===== config.mk =====
export PLATFORM = sky130hd
export DESIGN_NAME = spi_xfer_queue
export DESIGN_NICKNAME = d
export VERILOG_FILES = /design/src/rtl/spi_xfer_queue.sv
export SDC_FILE = /design/constraint.sdc
export NUM_CORES = 1
export LEC_CHECK = 0
export CAP_MARGIN = 20
export CORE_MARGIN = 5
export CORE_UTILIZATION = 30
export DETAILED_ROUTE_END_ITERATION = 10
export GPL_ROUTABILITY_DRIVEN = 0
export PLACE_DENSITY = 0.5
export SYNTH_ARGS = -nofsm -noshare
export SYNTH_HDL_FRONTEND = slang
export SYNTH_SLANG_ARGS = --single-unit
export TNS_END_PERCENT = 1

===== constraint.sdc =====
create_clock -name clk -period 5.4 [get_ports clk]
set_input_delay 0.81 -clock clk [delete_from_list [all_inputs] [get_ports clk]]
set_output_delay 0.81 -clock clk [all_outputs]
set_load 0.05 [all_outputs]

===== src/rtl/spi_xfer_queue.sv =====
// spi_xfer_queue: byte queue front end for the spi_norm SPI master.
//   The host pushes bytes into a TX FIFO. A sequencer hands each byte to
//   spi_norm using the load/busy handshake and stores the reply byte in an RX
//   FIFO, which the host reads back (first-word fall-through).
// Ports:
//   clk, rst            system clock; asynchronous active-low reset
//   tx_wr, tx_data      host push into the TX FIFO; tx_full reports a full FIFO
//   rx_rd, rx_data      host pop from the RX FIFO; rx_data is the head, 0 when empty
//   rx_empty            RX FIFO holds no entries
//   rx_ovf, start_err   sticky error flags, cleared by err_clr
//   spi_data, spi_load  byte and load strobe to spi_norm
//   spi_busy            busy from spi_norm
//   spi_rx_data         received byte from spi_norm
//   active              sequencer not idle, or TX FIFO not empty
//
// state     | meaning
// IDLE      | waiting for a TX byte while spi_norm is not busy
// LOAD      | spi_load high, waiting for spi_busy to rise (with timeout)
// WAIT_DONE | transfer running, waiting for spi_busy to fall
// CAPTURE   | store spi_rx_data into the RX FIFO
module spi_xfer_queue #(
  parameter int DEPTH    = 8,
  parameter int AW       = 3,
  parameter int START_TO = 15
) (
  input  logic       clk,
  input  logic       rst,
  input  logic       tx_wr,
  input  logic [7:0] tx_data,
  output logic       tx_full,
  input  logic       rx_rd,
  output logic [7:0] rx_data,
  output logic       rx_empty,
  output logic       rx_ovf,
  output logic       start_err,
  input  logic       err_clr,
  output logic [7:0] spi_data,
  output logic       spi_load,
  input  logic       spi_busy,
  input  logic [7:0] spi_rx_data,
  output logic       active
);

  localparam int TW = $clog2(START_TO + 1);
  localparam logic [AW:0] PTR_ONE  = (AW+1)'(1);
  localparam logic [AW:0] FULL_XOR = {1'b1, {AW{1'b0}}};

  typedef enum logic [1:0] {IDLE, LOAD, WAIT_DONE, CAPTURE} state_t;

  state_t      state_q, state_d;
  logic [AW:0] tx_wp_q, tx_wp_d, tx_rp_q, tx_rp_d;
  logic [AW:0] rx_wp_q, rx_wp_d, rx_rp_q, rx_rp_d;
  logic [7:0]  spi_data_q, spi_data_d;
  logic        spi_load_q, spi_load_d;
  logic        rx_ovf_q, rx_ovf_d;
  logic        start_err_q, start_err_d;
  logic [TW-1:0] tmr_q, tmr_d;
  logic [7:0]  tx_mem_q [DEPTH];
  logic [7:0]  rx_mem_q [DEPTH];

  logic tx_empty, rx_full;
  logic tx_push, tx_pop, rx_push, rx_pop;
  logic ovf_set, to_set;

  assign tx_empty = (tx_wp_q == tx_rp_q);
  assign tx_full  = ((tx_wp_q ^ tx_rp_q) == FULL_XOR);
  assign rx_empty = (rx_wp_q == rx_rp_q);
  assign rx_full  = ((rx_wp_q ^ rx_rp_q) == FULL_XOR);
  assign tx_push  = tx_wr & ~tx_full;
  assign rx_pop   = rx_rd & ~rx_empty;

  always_comb begin
    state_d    = state_q;
    spi_data_d = spi_data_q;
    spi_load_d = spi_load_q;
    tmr_d      = tmr_q;
    tx_pop     = 1'b0;
    rx_push    = 1'b0;
    ovf_set    = 1'b0;
    to_set     = 1'b0;
    case (state_q)
      IDLE: begin
        if (!tx_empty && !spi_busy) begin
          spi_data_d = tx_mem_q[tx_rp_q[AW-1:0]];
          tx_pop     = 1'b1;
          spi_load_d = 1'b1;
          tmr_d      = TW'(START_TO - 1);
          state_d    = LOAD;
        end
      end
      LOAD: begin
        if (spi_busy) begin
          spi_load_d = 1'b0;
          state_d    = WAIT_DONE;
        end else if (tmr_q == '0) begin
          // spi_norm never acknowledged: drop the byte, no RX entry
          spi_load_d = 1'b0;
          to_set     = 1'b1;
          state_d    = IDLE;
        end else begin
          tmr_d = tmr_q - 1'b1;
        end
      end
      WAIT_DONE: begin
        if (!spi_busy) state_d = CAPTURE;
      end
      CAPTURE: begin
        // full is judged before any same-cycle host pop
        if (rx_full) ovf_set = 1'b1;
        else         rx_push = 1'b1;
        state_d = IDLE;
      end
      default: state_d = IDLE;
    endcase
  end

  assign tx_wp_d     = tx_push ? tx_wp_q + PTR_ONE : tx_wp_q;
  assign tx_rp_d     = tx_pop  ? tx_rp_q + PTR_ONE : tx_rp_q;
  assign rx_wp_d     = rx_push ? rx_wp_q + PTR_ONE : rx_wp_q;
  assign rx_rp_d     = rx_pop  ? rx_rp_q + PTR_ONE : rx_rp_q;
  // a new error in the same cycle as err_clr keeps the flag set
  assign rx_ovf_d    = (rx_ovf_q & ~err_clr) | ovf_set;
  assign start_err_d = (start_err_q & ~err_clr) | to_set;

  always_ff @(posedge clk or negedge rst) begin
    if (!rst) begin
      state_q     <= IDLE;
      tx_wp_q     <= '0;
      tx_rp_q     <= '0;
      rx_wp_q     <= '0;
      rx_rp_q     <= '0;
      spi_data_q  <= '0;
      spi_load_q  <= 1'b0;
      rx_ovf_q    <= 1'b0;
      start_err_q <= 1'b0;
      tmr_q       <= '0;
    end else begin
      state_q     <= state_d;
      tx_wp_q     <= tx_wp_d;
      tx_rp_q     <= tx_rp_d;
      rx_wp_q     <= rx_wp_d;
      rx_rp_q     <= rx_rp_d;
      spi_data_q  <= spi_data_d;
      spi_load_q  <= spi_load_d;
      rx_ovf_q    <= rx_ovf_d;
      start_err_q <= start_err_d;
      tmr_q       <= tmr_d;
    end
  end

  // storage needs no reset: pointers define which entries are valid
  always_ff @(posedge clk) begin
    if (tx_push) tx_mem_q[tx_wp_q[AW-1:0]] <= tx_data;
    if (rx_push) rx_mem_q[rx_wp_q[AW-1:0]] <= spi_rx_data;
  end

  assign rx_data   = rx_empty ? 8'h00 : rx_mem_q[rx_rp_q[AW-1:0]];
  assign spi_data  = spi_data_q;
  assign spi_load  = spi_load_q;
  assign rx_ovf    = rx_ovf_q;
  assign start_err = start_err_q;
  assign active    = (state_q != IDLE) | ~tx_empty;

endmodule


# --- Yosys cells after proc, flatten, opt, wreduce, memory -nomap -nowiden ---
# Memory sizes are Yosys's and may differ from the RTL's. A register that Yosys moved wholly into a read port is not among the register bits.
# Index checks and enable logic that the tools add are counted.
word_totals:
  mem_bits_ro: 0
  memories: 2
  ram_bits: 128
  wordCells: 80
  latchBits: 0
  output_inout_bits: 22
  regBits: 25
op_classes:
  magnitude_cmp: 0
  bitwise_logic: 13
  muxes: 27
  shift: 0
  n_addsub: 5
  eq_ne: 12
  div: 0
  n_reduce_logical: 12
  multipliers: 0
mem_list:
  columns: ["memory", "words", "word_bits", "read_ports", "rd_clocked_by_memory_dff", "wr", "line_no", "source"]
  rows:
  - ["rx_mem_q", 8, 8, 1, 0, 1, "59", "logic [7:0] rx_mem_q [DEPTH];"]
  - ["tx_mem_q", 8, 8, 1, 1, 1, "58", "logic [7:0] tx_mem_q [DEPTH];"]
op_table:
  columns: ["op", "n"]
  rows:
  - ["$add A4 B1 Y4 const B", 4]
  - ["$mux W1", 16]
  - ["$mux W4", 3]
  - ["$eq A4 B4 Y1", 2]
  - ["$eq A4 B4 Y1 const B", 2]
  - ["$mux W2", 4]
  - ["$mux W8", 1]
  - ["$ne A2 B2 Y1 const B", 4]
  - ["$pmux W2 S4", 1]
  - ["$pmux W4 S2", 1]
  - ["$xor A4 B4 Y4", 2]
  - ["$reduce_and A3 Y1", 2]
  - ["$and A1 B1 Y1", 4]
  - ["$eq A2 B2 Y1 const B", 2]
  - ["$logic_not A4 Y1", 1]
  - ["$not A1 Y1", 4]
  - ["$reduce_and A4 Y1", 1]
  - ["$reduce_bool A2 Y1", 2]
  - ["$sub A4 B1 Y4 const B", 1]
  - ["$logic_not A1 Y1", 3]
  - ["$ne A3 B3 Y1 const B", 1]
  - ["$or A1 B1 Y1", 3]
  - ["$eq A2 B1 Y1 const B", 1]
  - ["$logic_not A2 Y1", 1]
  - ["3 further kinds", 3]

# --- Longest topological paths before layout ---
depth:
  word_depth: 6
  depth_mapped: 6

# --- Worst setup path before layout ---
# No wires, ideal clock.
synth_path:
  path_type: "reg2out"
  startpoint: "register tx_rp_q[1]"
  endpoint: "output tx_full"
  required_time_ns: 4.590
  t_arrival_ns: 2.275
  stages_incl_launch_ff: 4
  setup_slack_ns: 2.315
  path_cell_list: "dfrtp_1 buf_6 xor2_4 nor4_1"
synth_via:
  elab_chain_cells: 2
synth_rtl:
  columns: ["item", "line_no", "source"]
  rows:
  - ["start, declared", "51", "logic [AW:0] tx_wp_q, tx_wp_d, tx_rp_q, tx_rp_d;"]
  - ["start signal, assigned", "140", "tx_rp_q <= tx_rp_d;"]
  - ["$xor A4 B4 Y4", "66", "assign tx_full = ((tx_wp_q ^ tx_rp_q) == FULL_XOR);"]
  - ["$eq A4 B4 Y1", "66", null]
  - ["end, declared", "30", "output logic tx_full,"]
# Every way passes these cells.

# --- Worst setup path after layout ---
layout_path:
  startpoint: "register rx_rp_q[0]"
  endpoint: "output rx_empty"
layout_via:
  elab_chain_cells: 1
layout_rtl:
  columns: ["item", "line_no", "source"]
  rows:
  - ["start, declared", "52", "logic [AW:0] rx_wp_q, rx_wp_d, rx_rp_q, rx_rp_d;"]
  - ["start signal, assigned", "142", "rx_rp_q <= rx_rp_d;"]
  - ["$eq A4 B4 Y1", "67", "assign rx_empty = (rx_wp_q == rx_rp_q);"]
  - ["end, declared", "33", "output logic rx_empty,"]
# Every way passes these cells.

==> impl_metrics.ini <==
[layout]
num-nets-final = 427
antenna_cells = 0
n_fill_cell = 2056
mostFrequentLayoutCell = edfxtp_1
drive_gt1_share_pct = 22.3
fin_area_um2 = 7930
final_core_util_pct = 36.3
fin_cells = 693
syn_to_final_growth_pct = 19.0
final_cell_mix = edfxtp_1 (128), clkdlybuf4s50_1 (42), dfrtp_1 (33)

[detailed_routing]
ant_nets = 0
routed_wl_um = 12900
drtPass1Iterations = 4
viasPerCell = 4.61
vias = 3196
avgRoutedWirePerCell_um = 18.6
drt_iter0_drc = 199
route.detailed.drc = 0

[synth]
yosys_warnings = 0
synth_edf_count = 128
syn_area_per_cell_um2 = 19.0
syn_nets = 378
postSynth.asyncResetShare_pct = 20.5
synth.cell_area_um2 = 6660
synth_cell_types = 44
yosysSeqAreaShare_pct = 70.1
synthCells = 351
ys_seq_elements = 161
synth_ff_type = edfxtp_1

[cts]
cts.repair.resized = 0
insertion_delay_ps = 420
cts_root_buf = clkbuf_16
cts_hold_buf = 0
cts_made_buffers = 17
clk_path_buf_depth = 2
tritoncts = done
post_cts_buffers = 0
cts.sinks = 161
htreeDepth = 4
clk_pin_slew_ps = 70

[place]
io_buffers = 43
dp.cells = 661
hpwlAfterDp_um = 8000
pre_cts_slack_ps = 1700
place_area_um2 = 7370

[grt]
grt_pass1_wl_um = 20100
grt_usage_pct = 10.4
grt_max_degree = 34
antenna_found_initial = 0
overflow = 0
grt_pass1_vias = 3467

[sta]
fin_ws_ps = 1370
hold_ws_ps = 488
fin_crit_ps = 4030
hold_violations = 0
period_share_pct = 74.7
relSlewSlack_pct = 30.5
tns_ps = 0
finalMaxSlewViolations = 0
tightest_slew_ps = 1040
fmax_mhz = 248
clock_skew_ps = 12.7
rsz0062_at_grt = false
setup_viol = 0

[worst_setup_path]
cp.required_ps = 4590
start_kind = flop
criticalPathCategory = reg2out
worstPathArrival_ps = 3220
worstSetupEndpointType = primary output
critPathMaxFanout = 12

[power_and_ir_drop]
vdd_ir_drop_max_v = 0.000264
sw_frac_of_total_pct = 36.1
p_int_mw = 2.97
clkPwrFrac_pct = 24.4
seqPwrFrac_pct = 39.7
comb_power_share_pct = 35.9
leakage_nw = 2.71
power.total_mw = 4.66
p_switching_mw = 1.68
powerDensity_nw_per_um2 = 587

[floorplanning]
dieArea_um2 = 25300
coreArea_um2 = 21800
die_width_um = 159
chipHeight_um = 159
rows = 54
initial_core_util_pct = 30.5
pin_count = 44

[job]
drv_cap = 0

[status]
status = finished, final reports clean

[worst_hold_path]
hold_class = in2async
-- synth_stat cells (3+ instances only) --
master / instances / area [um^2]
nor3_1: 6 / 30.0
nor2_1: 25 / 93.8
a22oi_1: 3 / 22.5
xnor2_1: 9 / 78.8
mux4_2: 24 / 541
xor2_1: 8 / 70.1
buf_6: 3 / 33.8
clkbuf_1: 3 / 11.3
inv_1: 8 / 30.0
nand2_1: 11 / 41.3
mux4_1: 8 / 210
mux2_4: 9 / 135
mux2i_1: 8 / 80.1
ha_1: 5 / 62.6
dfrtp_1: 33 / 826
nand2b_1: 8 / 50.1
clkbuf_2: 3 / 15.0
o21ai_0: 6 / 30.0
edfxtp_1: 128 / 3840
buf_2: 3 / 15.0
nand4_1: 3 / 18.8
mux2_2: 11 / 124
-- per-layer routing --
layer  wire [um]  global-route usage [%]  up-vias
met4         156                    3.64        0
met1        5660                    13.2     1655
li1            -                       -     1471
met3         505                    3.05       12
met2        6590                    17.2       58
met5           0                       0        -
-- power by group through the flow --
stage,Clock [mW],Sequential (mW),Combinational (mW)
after floorplan,0,1.82,1.29
after global placement,0,1.87,1.67
after detailed placement,0,1.88,1.70
after CTS,1.17,1.86,1.70
after global routing,1.22,1.89,1.79
final,1.14,1.85,1.67
-- flip-flops by register name, summed over array words and instances, names as in the netlist, named ones only --
| signal | count |
|---|---|
| rx_mem_q | 64 |
| rx_ovf | 1 |
| rx_rp_q | 4 |
| rx_wp_q | 4 |
| spi_data | 8 |
| spi_load | 1 |
| start_err | 1 |
| state_q | 1 |
| tmr_q | 4 |
| tx_mem_q | 64 |
| tx_rp_q | 4 |
| tx_wp_q | 4 |
-- final cells by class --
type                            count  area, um^2  area share [%]
Tap cell                          280         350            4.42
Inverter                            8        30.0           0.379
Clock inverter                     15         131            1.66
Sequential cell                   161        4670            58.9
Multi-Input combinational cell    166        1870            23.6
Timing Repair Buffer               46         448            5.65
Clock buffer                       17         425            5.37
-- kinds of logic after synthesis --
| kind of cell | synth area share (%) |
|---|---|
| AO/OA/AOI/OAI | 1.54 |
| XOR/XNOR | 3.14 |
| adder cells (fa/ha/maj) | 0.939 |
| buffers and inverters | 2.16 |
| flip-flops | 70.1 |
| multiplexers | 16.4 |
| AND/OR/NAND/NOR | 5.78 |
-- path summary, 6_finish.rpt --
check | start | end | slack (ps) | cells after the start
worst max-delay path | rx_rp_q[0] | rx_empty | 1370 | 4
worst min-delay path | rst | tx_wp_q[1] | 490 | 1
worst max register to register | rx_rp_q[0] | rx_mem_q[6][6] | 2210 | 5
worst min register to register | rx_wp_q[3] | rx_wp_q[3] | 490 | 1
max in group asynchronous | rst | rx_wp_q[1] | 4360 | 1
min in group clk | rx_wp_q[3] | rx_wp_q[3] | 490 | 1
-- critical path, cell delays in order, from the launching register on --
cell and delay, ps:
dfrtp_1 770, buf_4 340, xnor2_1 180, and4b_1 590, clkdlybuf4s50_1 910
Power figures use the tool's default switching activity.
